File: src/rtl/serial_word_receiver.sv
// Serial-to-parallel word receiver: collects WIDTH strobed bits into po and
// holds the finished word under a valid/ready handshake.
module serial_word_receiver #(
  parameter int WIDTH     = 8,
  parameter bit LSB_FIRST = 1'b1,
  parameter int CW        = $clog2(WIDTH + 1)
) (
  input  logic             clk,
  input  logic             rst,
  input  logic             start,
  input  logic             abort,
  input  logic             bit_valid,
  input  logic             serin,
  input  logic             out_ready,
  output logic [WIDTH-1:0] po,
  output logic             out_valid,
  output logic             busy,
  output logic [CW-1:0]    bit_cnt,
  output logic             overrun
);

  typedef enum logic [1:0] {
    S_IDLE  = 2'd0,
    S_SHIFT = 2'd1,
    S_HOLD  = 2'd2
  } state_t;

  state_t           r_state;
  logic [WIDTH-1:0] r_po;
  logic [CW-1:0]    r_cnt;
  logic             r_overrun;
  logic [WIDTH-1:0] w_shifted;
  logic             w_last;

  // Next shift-register value; the shift direction is fixed by LSB_FIRST
  always_comb begin
    w_shifted = r_po;
    if (LSB_FIRST) begin
      w_shifted = {serin, r_po[WIDTH-1:1]};
    end else begin
      w_shifted = {r_po[WIDTH-2:0], serin};
    end
  end

  assign w_last = (r_cnt == CW'(WIDTH - 1));

  // Reception FSM: abort outranks start, which outranks bit_valid
  always_ff @(posedge clk or posedge rst) begin
    if (rst) begin
      r_state   <= S_IDLE;
      r_po      <= '0;
      r_cnt     <= '0;
      r_overrun <= 1'b0;
    end else if (abort) begin
      r_state <= S_IDLE;
      r_cnt   <= '0;
    end else begin
      case (r_state)
        S_IDLE: begin
          if (start) begin
            r_state   <= S_SHIFT;
            r_po      <= '0;
            r_cnt     <= '0;
            r_overrun <= 1'b0;
          end
        end
        S_SHIFT: begin
          if (bit_valid) begin
            r_po  <= w_shifted;
            r_cnt <= r_cnt + CW'(1);
            if (w_last) begin
              r_state <= S_HOLD;
            end
          end
        end
        S_HOLD: begin
          // Back-to-back restart wins over a bit arriving in the same cycle
          if (out_ready && start) begin
            r_state   <= S_SHIFT;
            r_po      <= '0;
            r_cnt     <= '0;
            r_overrun <= 1'b0;
          end else begin
            if (bit_valid) begin
              r_overrun <= 1'b1;
            end
            if (out_ready) begin
              r_state <= S_IDLE;
            end
          end
        end
        default: begin
          r_state <= S_IDLE;
        end
      endcase
    end
  end

  assign po        = r_po;
  assign bit_cnt   = r_cnt;
  assign overrun   = r_overrun;
  assign busy      = (r_state == S_SHIFT);
  assign out_valid = (r_state == S_HOLD);

endmodule

File: config.mk
export PLATFORM = sky130hd
export DESIGN_NAME = serial_word_receiver
export DESIGN_NICKNAME = d
export VERILOG_FILES = /design/src/rtl/serial_word_receiver.sv
export SDC_FILE = /design/constraint.sdc
export NUM_CORES = 1
export LEC_CHECK = 0
export CORE_AREA = 4 4 49 60
export CTS_BUF_LIST = sky130_fd_sc_hd__clkbuf_8
export CTS_CLUSTER_SIZE = 8
export DETAILED_ROUTE_END_ITERATION = 8
export DIE_AREA = 0 0 53 64
export DONT_BUFFER_PORTS = 1
export PLACE_DENSITY = 0.53
export SETUP_SLACK_MARGIN = 0.4
export SKIP_CTS_REPAIR_TIMING = 1
export SYNTH_ARGS = -nofsm -noshare
export SYNTH_HDL_FRONTEND = slang
export SYNTH_SLANG_ARGS = --single-unit
File: constraint.sdc
create_clock -name clk -period 1.2 [get_ports clk]
set_input_delay 0.24 -clock clk [delete_from_list [all_inputs] [get_ports clk]]
set_output_delay 0.24 -clock clk [all_outputs]
set_load 0.01 [all_outputs]
# Yosys cells after proc, flatten, opt, wreduce, memory -nomap -nowiden
# Index checks and enable logic that the tools add are counted.
word_totals:
  regBits: 15
  inputBits: 7
  out_inout_bits: 15
  wordCells: 47
op_classes:
  addsub: 1
  eq_ne: 12
  n_mux: 20
  bitwise_logic: 1
  reduce_logical: 9
ops:
  columns: ["op", "n"]
  rows:
  - ["8-bit 2-to-1 mux", 3]
  - ["8-bit case mux with 3 select lines", 1]
  - ["4-bit 2-to-1 mux", 4]
  - ["2-bit 2-to-1 mux", 6]
  - ["4-bit case mux with 3 select lines", 1]
  - ["4-bit AND reduction", 3]
  - ["3-bit by 2-bit != test with 1-bit output, second input constant", 3]
  - ["3-bit != test, second input constant", 2]
  - ["2-bit case mux with 3 select lines", 1]
  - ["5-bit AND reduction", 1]
  - ["4-bit by 1-bit adder with 4-bit output, second input constant", 1]
  - ["4-bit by 3-bit == test with 1-bit output, second input constant", 1]
  - ["2-bit != test, second input constant", 2]
  - ["4-bit by 3-bit != test with 1-bit output, second input constant", 1]
  - ["4-bit nonzero test", 1]
  - ["1-bit 2-to-1 mux", 3]
  - ["3-bit nonzero test", 1]
  - ["2-bit by 1-bit == test with 1-bit output, second input constant", 1]
  - ["2-bit == test, second input constant", 1]
  - ["2-bit logical NOT", 1]
  - ["2-bit by 1-bit != test with 1-bit output, second input constant", 1]
  - ["1-bit case mux with 2 select lines", 1]
  - ["2-bit nonzero test", 1]
  - ["1-bit logical AND", 1]
  - ["1-bit NOT", 1]

# Logic depth before layout (Yosys ltp)
depth:
  ltp_word: 5
  ltp_mapped: 5
  mapped_depth_nobuf: 5

# Worst setup path after synthesis
# No wires, ideal clock.
synth_timing:
  kind: "register -> register"
  from: "reg r_state[1]"
  to: "reg r_cnt[0], in the netlist bit_cnt[0]"
  setup_time_ns: 0.125
  arrival_time_ns: 1.093
  required_ns: 1.075
  path_slack_ns: -0.018
  stages_incl_launch_ff: 6
  n_path_buf: 0
  period_less_slack_ns: 1.218
  path_cell_list: "dfrtp_1 -> nand2b_4 -> inv_2 -> nand2_2 -> and3b_4 -> mux2_4"
synth_between:
  elab_chain_len: 3
  word_cells_on_any_way: 10
  classes_between: "5 x eq/ne; 2 x mux; 3 x reduce/logical"
synth_rtl:
  columns: ["item", "line", "source"]
  rows:
  - ["from (decl)", "28", "state_t r_state;"]
  - ["from (signal assigned)", "50", "r_state <= S_IDLE;"]
  - ["from (signal assigned)", "55", "r_state <= S_IDLE;"]
  - ["from (signal assigned)", "61", "r_state <= S_SHIFT;"]
  - ["2-bit by 1-bit == test with 1-bit output (*)", null, null]
  - ["net busy", "17", "output logic busy,"]
  - ["3-bit != test (no source line) (tied with other cells)", null, null]
  - ["4-bit AND reduction (no source line) / 4-bit 2-to-1 mux (equally long branches)", null, null]
  - ["to (signal assigned)", "70", "r_cnt <= r_cnt + CW'(1);"]
  - ["to (decl)", "30", "logic [CW-1:0] r_cnt;"]
# Mark *: on every way through the listed nets, which the timed path passes. The rest lies on a longest branch.
# A chain may end at the register's enable or synchronous reset.

# Final worst setup path
layout_timing:
  from: "reg r_state[0]"
  to: "reg r_po[7], in the netlist po[7]"
layout_between:
  elab_chain_len: 3
  word_cells_on_any_way: 9
  classes_between: "5 x eq/ne; 1 x mux; 3 x reduce/logical"
layout_rtl:
  columns: ["item", "line", "source"]
  rows:
  - ["2-bit == test (tied with other cells)", "58", "case (r_state)"]
  - ["2-bit by 1-bit != test with 1-bit output (no source line) (tied with other cells)", null, null]
  - ["5-bit AND reduction (no source line)", null, null]
  - ["to (signal assigned)", "69", "r_po <= w_shifted;"]
  - ["to (decl)", "29", "logic [WIDTH-1:0] r_po;"]
# Several ways; a longest one is shown, not always the timed one.

==> impl_metrics.xml <==
<?xml version="1.0" encoding="UTF-8"?>
<metrics>
  <group name="pwr">
    <metric name="vdd_drop_max" unit="mV">0.6523</metric>
    <metric name="p_sw_share" unit="%">23.18</metric>
    <metric name="cellLeakagePower" unit="nW">0.4194</metric>
    <metric name="total_switching_power" unit="W">0.0002431</metric>
    <metric name="pwr-share-clk" unit="%">38.5</metric>
    <metric name="cell_internal_pwr" unit="W">0.0008058</metric>
    <metric name="combPwrFrac" unit="%">10.5</metric>
    <metric name="power.sequential.fraction" unit="%">50.9</metric>
    <metric name="power.density_cell_area" unit="mW/mm2">1168</metric>
    <metric name="total_power" unit="W">0.001049</metric>
  </group>
  <group name="logic_synthesis">
    <metric name="synth.most_common_cell" unit="">sky130_fd_sc_hd__dfrtp_1</metric>
    <metric name="yosys.area_share.adder" unit="%">1.808</metric>
    <metric name="synthArstFlopShare" unit="%">100.0</metric>
    <metric name="ys_top_cells_by_area" unit="">sky130_fd_sc_hd__dfrtp_1, sky130_fd_sc_hd__a22o_2, sky130_fd_sc_hd__nand2b_4</metric>
    <metric name="yosys.area.top_type_share" unit="%">54.25</metric>
    <metric name="post_synth.cell_area_avg" unit="um2">13.31</metric>
    <metric name="synth_top_family_by_area" unit="">compound AO/OA/AOI/OAI gates</metric>
    <metric name="synth-edff-count" unit="">0</metric>
    <metric name="synth.cells.most_frequent" unit="">sky130_fd_sc_hd__dfrtp_1, sky130_fd_sc_hd__a22o_2, sky130_fd_sc_hd__nor2_1</metric>
    <metric name="synthesized_nets" unit="">60</metric>
    <metric name="post_synth_num_cell_types" unit="">24</metric>
    <metric name="ys_seq_elements" unit="">15</metric>
    <metric name="mux_share_of_post_synthesis_cell_area" unit="%">2.170</metric>
    <metric name="synth-seq-area-share" unit="%">54.25</metric>
    <metric name="synthFlopType" unit="">sky130_fd_sc_hd__dfrtp_1</metric>
    <metric name="yosys.area_share.xor_xnor" unit="%">1.266</metric>
    <metric name="post_synth_inst_count" unit="">52</metric>
    <metric name="post-synth-top-area-cell" unit="">sky130_fd_sc_hd__dfrtp_1</metric>
    <metric name="post_synth_instance_area" unit="um2">691.9</metric>
    <metric name="post_synth_and_or_nand_nor_area_fraction" unit="%">13.92</metric>
    <metric name="synth_compound_area_share" unit="%">22.97</metric>
    <metric name="yosysWarningCount" unit="">0</metric>
  </group>
  <group name="global_routing">
    <metric name="via_count_of_the_first_global_routing_pass" unit="">488</metric>
    <metric name="largest_net_degree_at_the_start_of_global_routing" unit="">16</metric>
    <metric name="antenna_found_initial" unit="">0</metric>
    <metric name="total_grt_overflow" unit="">0</metric>
    <metric name="wire_length_of_the_first_global_routing_pass" unit="mm">2.249</metric>
    <metric name="gr-usage-all-layers" unit="%">9.091</metric>
  </group>
  <group name="detailed_routing">
    <metric name="routed_wire_length_per_instance" unit="um">13.89</metric>
    <metric name="detailroute.via_count" unit="">478</metric>
    <metric name="drc" unit="">0</metric>
    <metric name="detailedRoute.firstIterationViolations" unit="">4</metric>
    <metric name="vias_per_cell" unit="">4.878</metric>
    <metric name="final_wirelength" unit="mm">1.361</metric>
    <metric name="drt_first_pass_iters" unit="">4</metric>
    <metric name="antenna_left" unit="">0</metric>
  </group>
  <group name="floorplan">
    <metric name="ioPinCount" unit="">22</metric>
    <metric name="die_width" unit="um">53</metric>
    <metric name="die-area" unit="mm2">0.003392</metric>
    <metric name="die_h" unit="um">64</metric>
    <metric name="floorplan.initialDensity" unit="%">28.51</metric>
    <metric name="placement_rows" unit="">20</metric>
    <metric name="fp.coreArea" unit="mm2">0.002427</metric>
  </group>
  <group name="clock_network">
    <metric name="clk_transition_reported_paths" unit="ns">0.06</metric>
    <metric name="cts_inserted_buffers" unit="">3</metric>
    <metric name="cts-root-buf" unit="">sky130_fd_sc_hd__clkbuf_8</metric>
    <metric name="cts_max_level" unit="">1</metric>
    <metric name="clk_lat_worst_skew" unit="ns">0.25</metric>
    <metric name="clock_sink_count" unit="">15</metric>
    <metric name="tritoncts" unit="">yes</metric>
    <metric name="cts-root-to-sink-buffers" unit="">2</metric>
  </group>
  <group name="timing">
    <metric name="post-route-worst-setup-slack" unit="ns">-0.06229</metric>
    <metric name="clock.fmax" unit="GHz">0.7922</metric>
    <metric name="worst_relative_slew_slack" unit="%">62.44</metric>
    <metric name="final_min_period" unit="ns">1.262</metric>
    <metric name="worst_hold_slack" unit="ns">-0.07263</metric>
    <metric name="rsz0062_at_grt" unit="">true</metric>
    <metric name="tightest_slew" unit="ns">0.5628</metric>
    <metric name="timing.final.max_slew_violations" unit="">0</metric>
    <metric name="period_utilization" unit="%">105.2</metric>
    <metric name="setup_viol" unit="">13</metric>
    <metric name="clock_tree_skew_after_final_layout" unit="ns">0.004404</metric>
    <metric name="final_hold_viol_count" unit="">15</metric>
  </group>
  <group name="final_layout">
    <metric name="final_core_utilization" unit="%">37.01</metric>
    <metric name="diodes" unit="">0</metric>
    <metric name="num-nets-final" unit="">74</metric>
    <metric name="drive_above_1_share" unit="%">53.85</metric>
    <metric name="area_delta_synth_final" unit="%">29.84</metric>
    <metric name="final-instance-count-excl-fill" unit="">98</metric>
  </group>
  <group name="setup_path">
    <metric name="worst-endpoint-required" unit="ns">1.34</metric>
    <metric name="critPathBufInv" unit="">0</metric>
    <metric name="crit_family" unit="">compound AO/OA/AOI/OAI gates</metric>
    <metric name="worstSetupPathDepth" unit="">3</metric>
    <metric name="depth_of_the_most_critical_reg_to_reg_path" unit="">3</metric>
    <metric name="critPathArrivalTime" unit="ns">1.40</metric>
    <metric name="cp_slowest_cell" unit="">sky130_fd_sc_hd__dfrtp_1</metric>
    <metric name="crit_path_cell_trace" unit="">nand3b_1 &gt; a21o_4 &gt; a22o_4</metric>
    <metric name="crit_type" unit="">register to register</metric>
    <metric name="crit_path_end_kind" unit="">register</metric>
    <metric name="worst-path-max-fanout" unit="">8</metric>
    <metric name="critical-path-max-stage-delay" unit="ns">0.41</metric>
    <metric name="startpoint_type" unit="">register</metric>
  </group>
  <group name="placed_design">
    <metric name="dp.final_hpwl" unit="mm">1.012</metric>
    <metric name="placed_cell_count" unit="">90</metric>
    <metric name="gp_congestion" unit="">0.6543</metric>
    <metric name="buffer_ports.inserted" unit="">0</metric>
  </group>
  <group name="job">
    <metric name="timing.max_cap.violations" unit="">0</metric>
  </group>
  <group name="hold_path">
    <metric name="min_path_type" unit="">input port to async pin</metric>
  </group>
  <group name="outcome">
    <metric name="failed_checks" unit="">hold timing, setup timing</metric>
    <metric name="status" unit="">finished with violations</metric>
  </group>
</metrics>
==> state kept, by name, summed over array words and instances (netlist names) <==
| signal | cells |
|---|---|
| r_state | 2 |
| po | 8 |
| bit_cnt | 4 |
| overrun | 1 |
==> cell families (layout without fill, tap and decap cells) <==
family,count (synthesis),in the layout
compound gates,17,17
xor+xnor,1,1
fa+ha+maj,1,1
buf+inv,4,17
flops,15,15
mux,1,1
simple gates,13,13
==> placed cells by master, fill, tap and decap left out <==
cell type                  instances
sky130_fd_sc_hd__o31ai_1           1
sky130_fd_sc_hd__a21oi_1           1
sky130_fd_sc_hd__nand3_1           1
sky130_fd_sc_hd__a21o_4            1
sky130_fd_sc_hd__inv_4             1
sky130_fd_sc_hd__nand2b_1          1
sky130_fd_sc_hd__clkinv_2          1
sky130_fd_sc_hd__a22o_2            7
sky130_fd_sc_hd__mux2_4            1
sky130_fd_sc_hd__clkbuf_8          3
sky130_fd_sc_hd__nand4b_1          1
sky130_fd_sc_hd__or2b_1            1
sky130_fd_sc_hd__buf_4             4
sky130_fd_sc_hd__inv_1             1
sky130_fd_sc_hd__dfrtp_2           1
sky130_fd_sc_hd__and3b_4           1
sky130_fd_sc_hd__a21oi_2           1
sky130_fd_sc_hd__dfrtp_1          14
sky130_fd_sc_hd__inv_2             1
sky130_fd_sc_hd__nor2_1            3
sky130_fd_sc_hd__buf_6             6
sky130_fd_sc_hd__nand2b_4          2
sky130_fd_sc_hd__o21ba_2           1
sky130_fd_sc_hd__nand2_1           1
sky130_fd_sc_hd__xnor2_1           1
sky130_fd_sc_hd__a22o_1            1
sky130_fd_sc_hd__nand2_2           1
sky130_fd_sc_hd__o22a_1            2
sky130_fd_sc_hd__ha_4              1
sky130_fd_sc_hd__a22o_4            2
sky130_fd_sc_hd__nand3b_1          1
==> final timing paths <==
check / start / endpoint / slack, ns
setup / recovery: r_state[0] / po[7] / -0.06
hold / removal: rst / po[5] / -0.07
setup reg to reg: r_state[0] / po[7] / -0.06
hold reg to reg: po[1] / po[1] / 0.57
max in group asynchronous: rst / po[1] / 0.87
min in group clk: abort / r_state[0] / 0.04
==> through the flow <==
stage,instance area (um2),TNS [ns],worst slack [ns]
after floorplan,696.9,0,0.002657
after global placement,769.5,-0.3134,-0.03804
after detailed placement,769.5,-0.4151,-0.04944
after CTS,815.8,-0.6798,-0.06795
after global routing,898.4,-1.168,-0.1046
final,898.4,-0.5789,-0.06229
==> cell type report <==
class                      count  area [um2]
timing repair buffer          10       97.59
sequential                    15       376.6
clock buffer                   3       41.29
fill                         251        1529
inverter                       3       13.76
tap                           33       41.29
clock inverter                 1       5.005
multi-input combinational     33       322.8
==> routing by layer <==
| layer | wire [um] | GRT usage, % | vias up |
|---|---|---|---|
| met5 | 0 | 0 | - |
| met4 | 35 | 4.792 | 0 |
| met3 | 167 | 4.196 | 5 |
| met2 | 586 | 12.42 | 25 |
| met1 | 572 | 11.71 | 232 |
| li1 | - | - | 216 |
==> power groups by stage <==
stage,Sequential [W],Combinational [W],Clock (W)
2_1_floorplan,0.000542,0.0000643,0
3_3_place_gp,0.000542,0.0000870,0
3_5_place_dp,0.000542,0.0000881,0
4_1_cts,0.000533,0.0000881,0.000417
5_1_grt,0.000537,0.000122,0.000439
6_report,0.000534,0.000110,0.000404
Power figures use the tool's default switching activity.
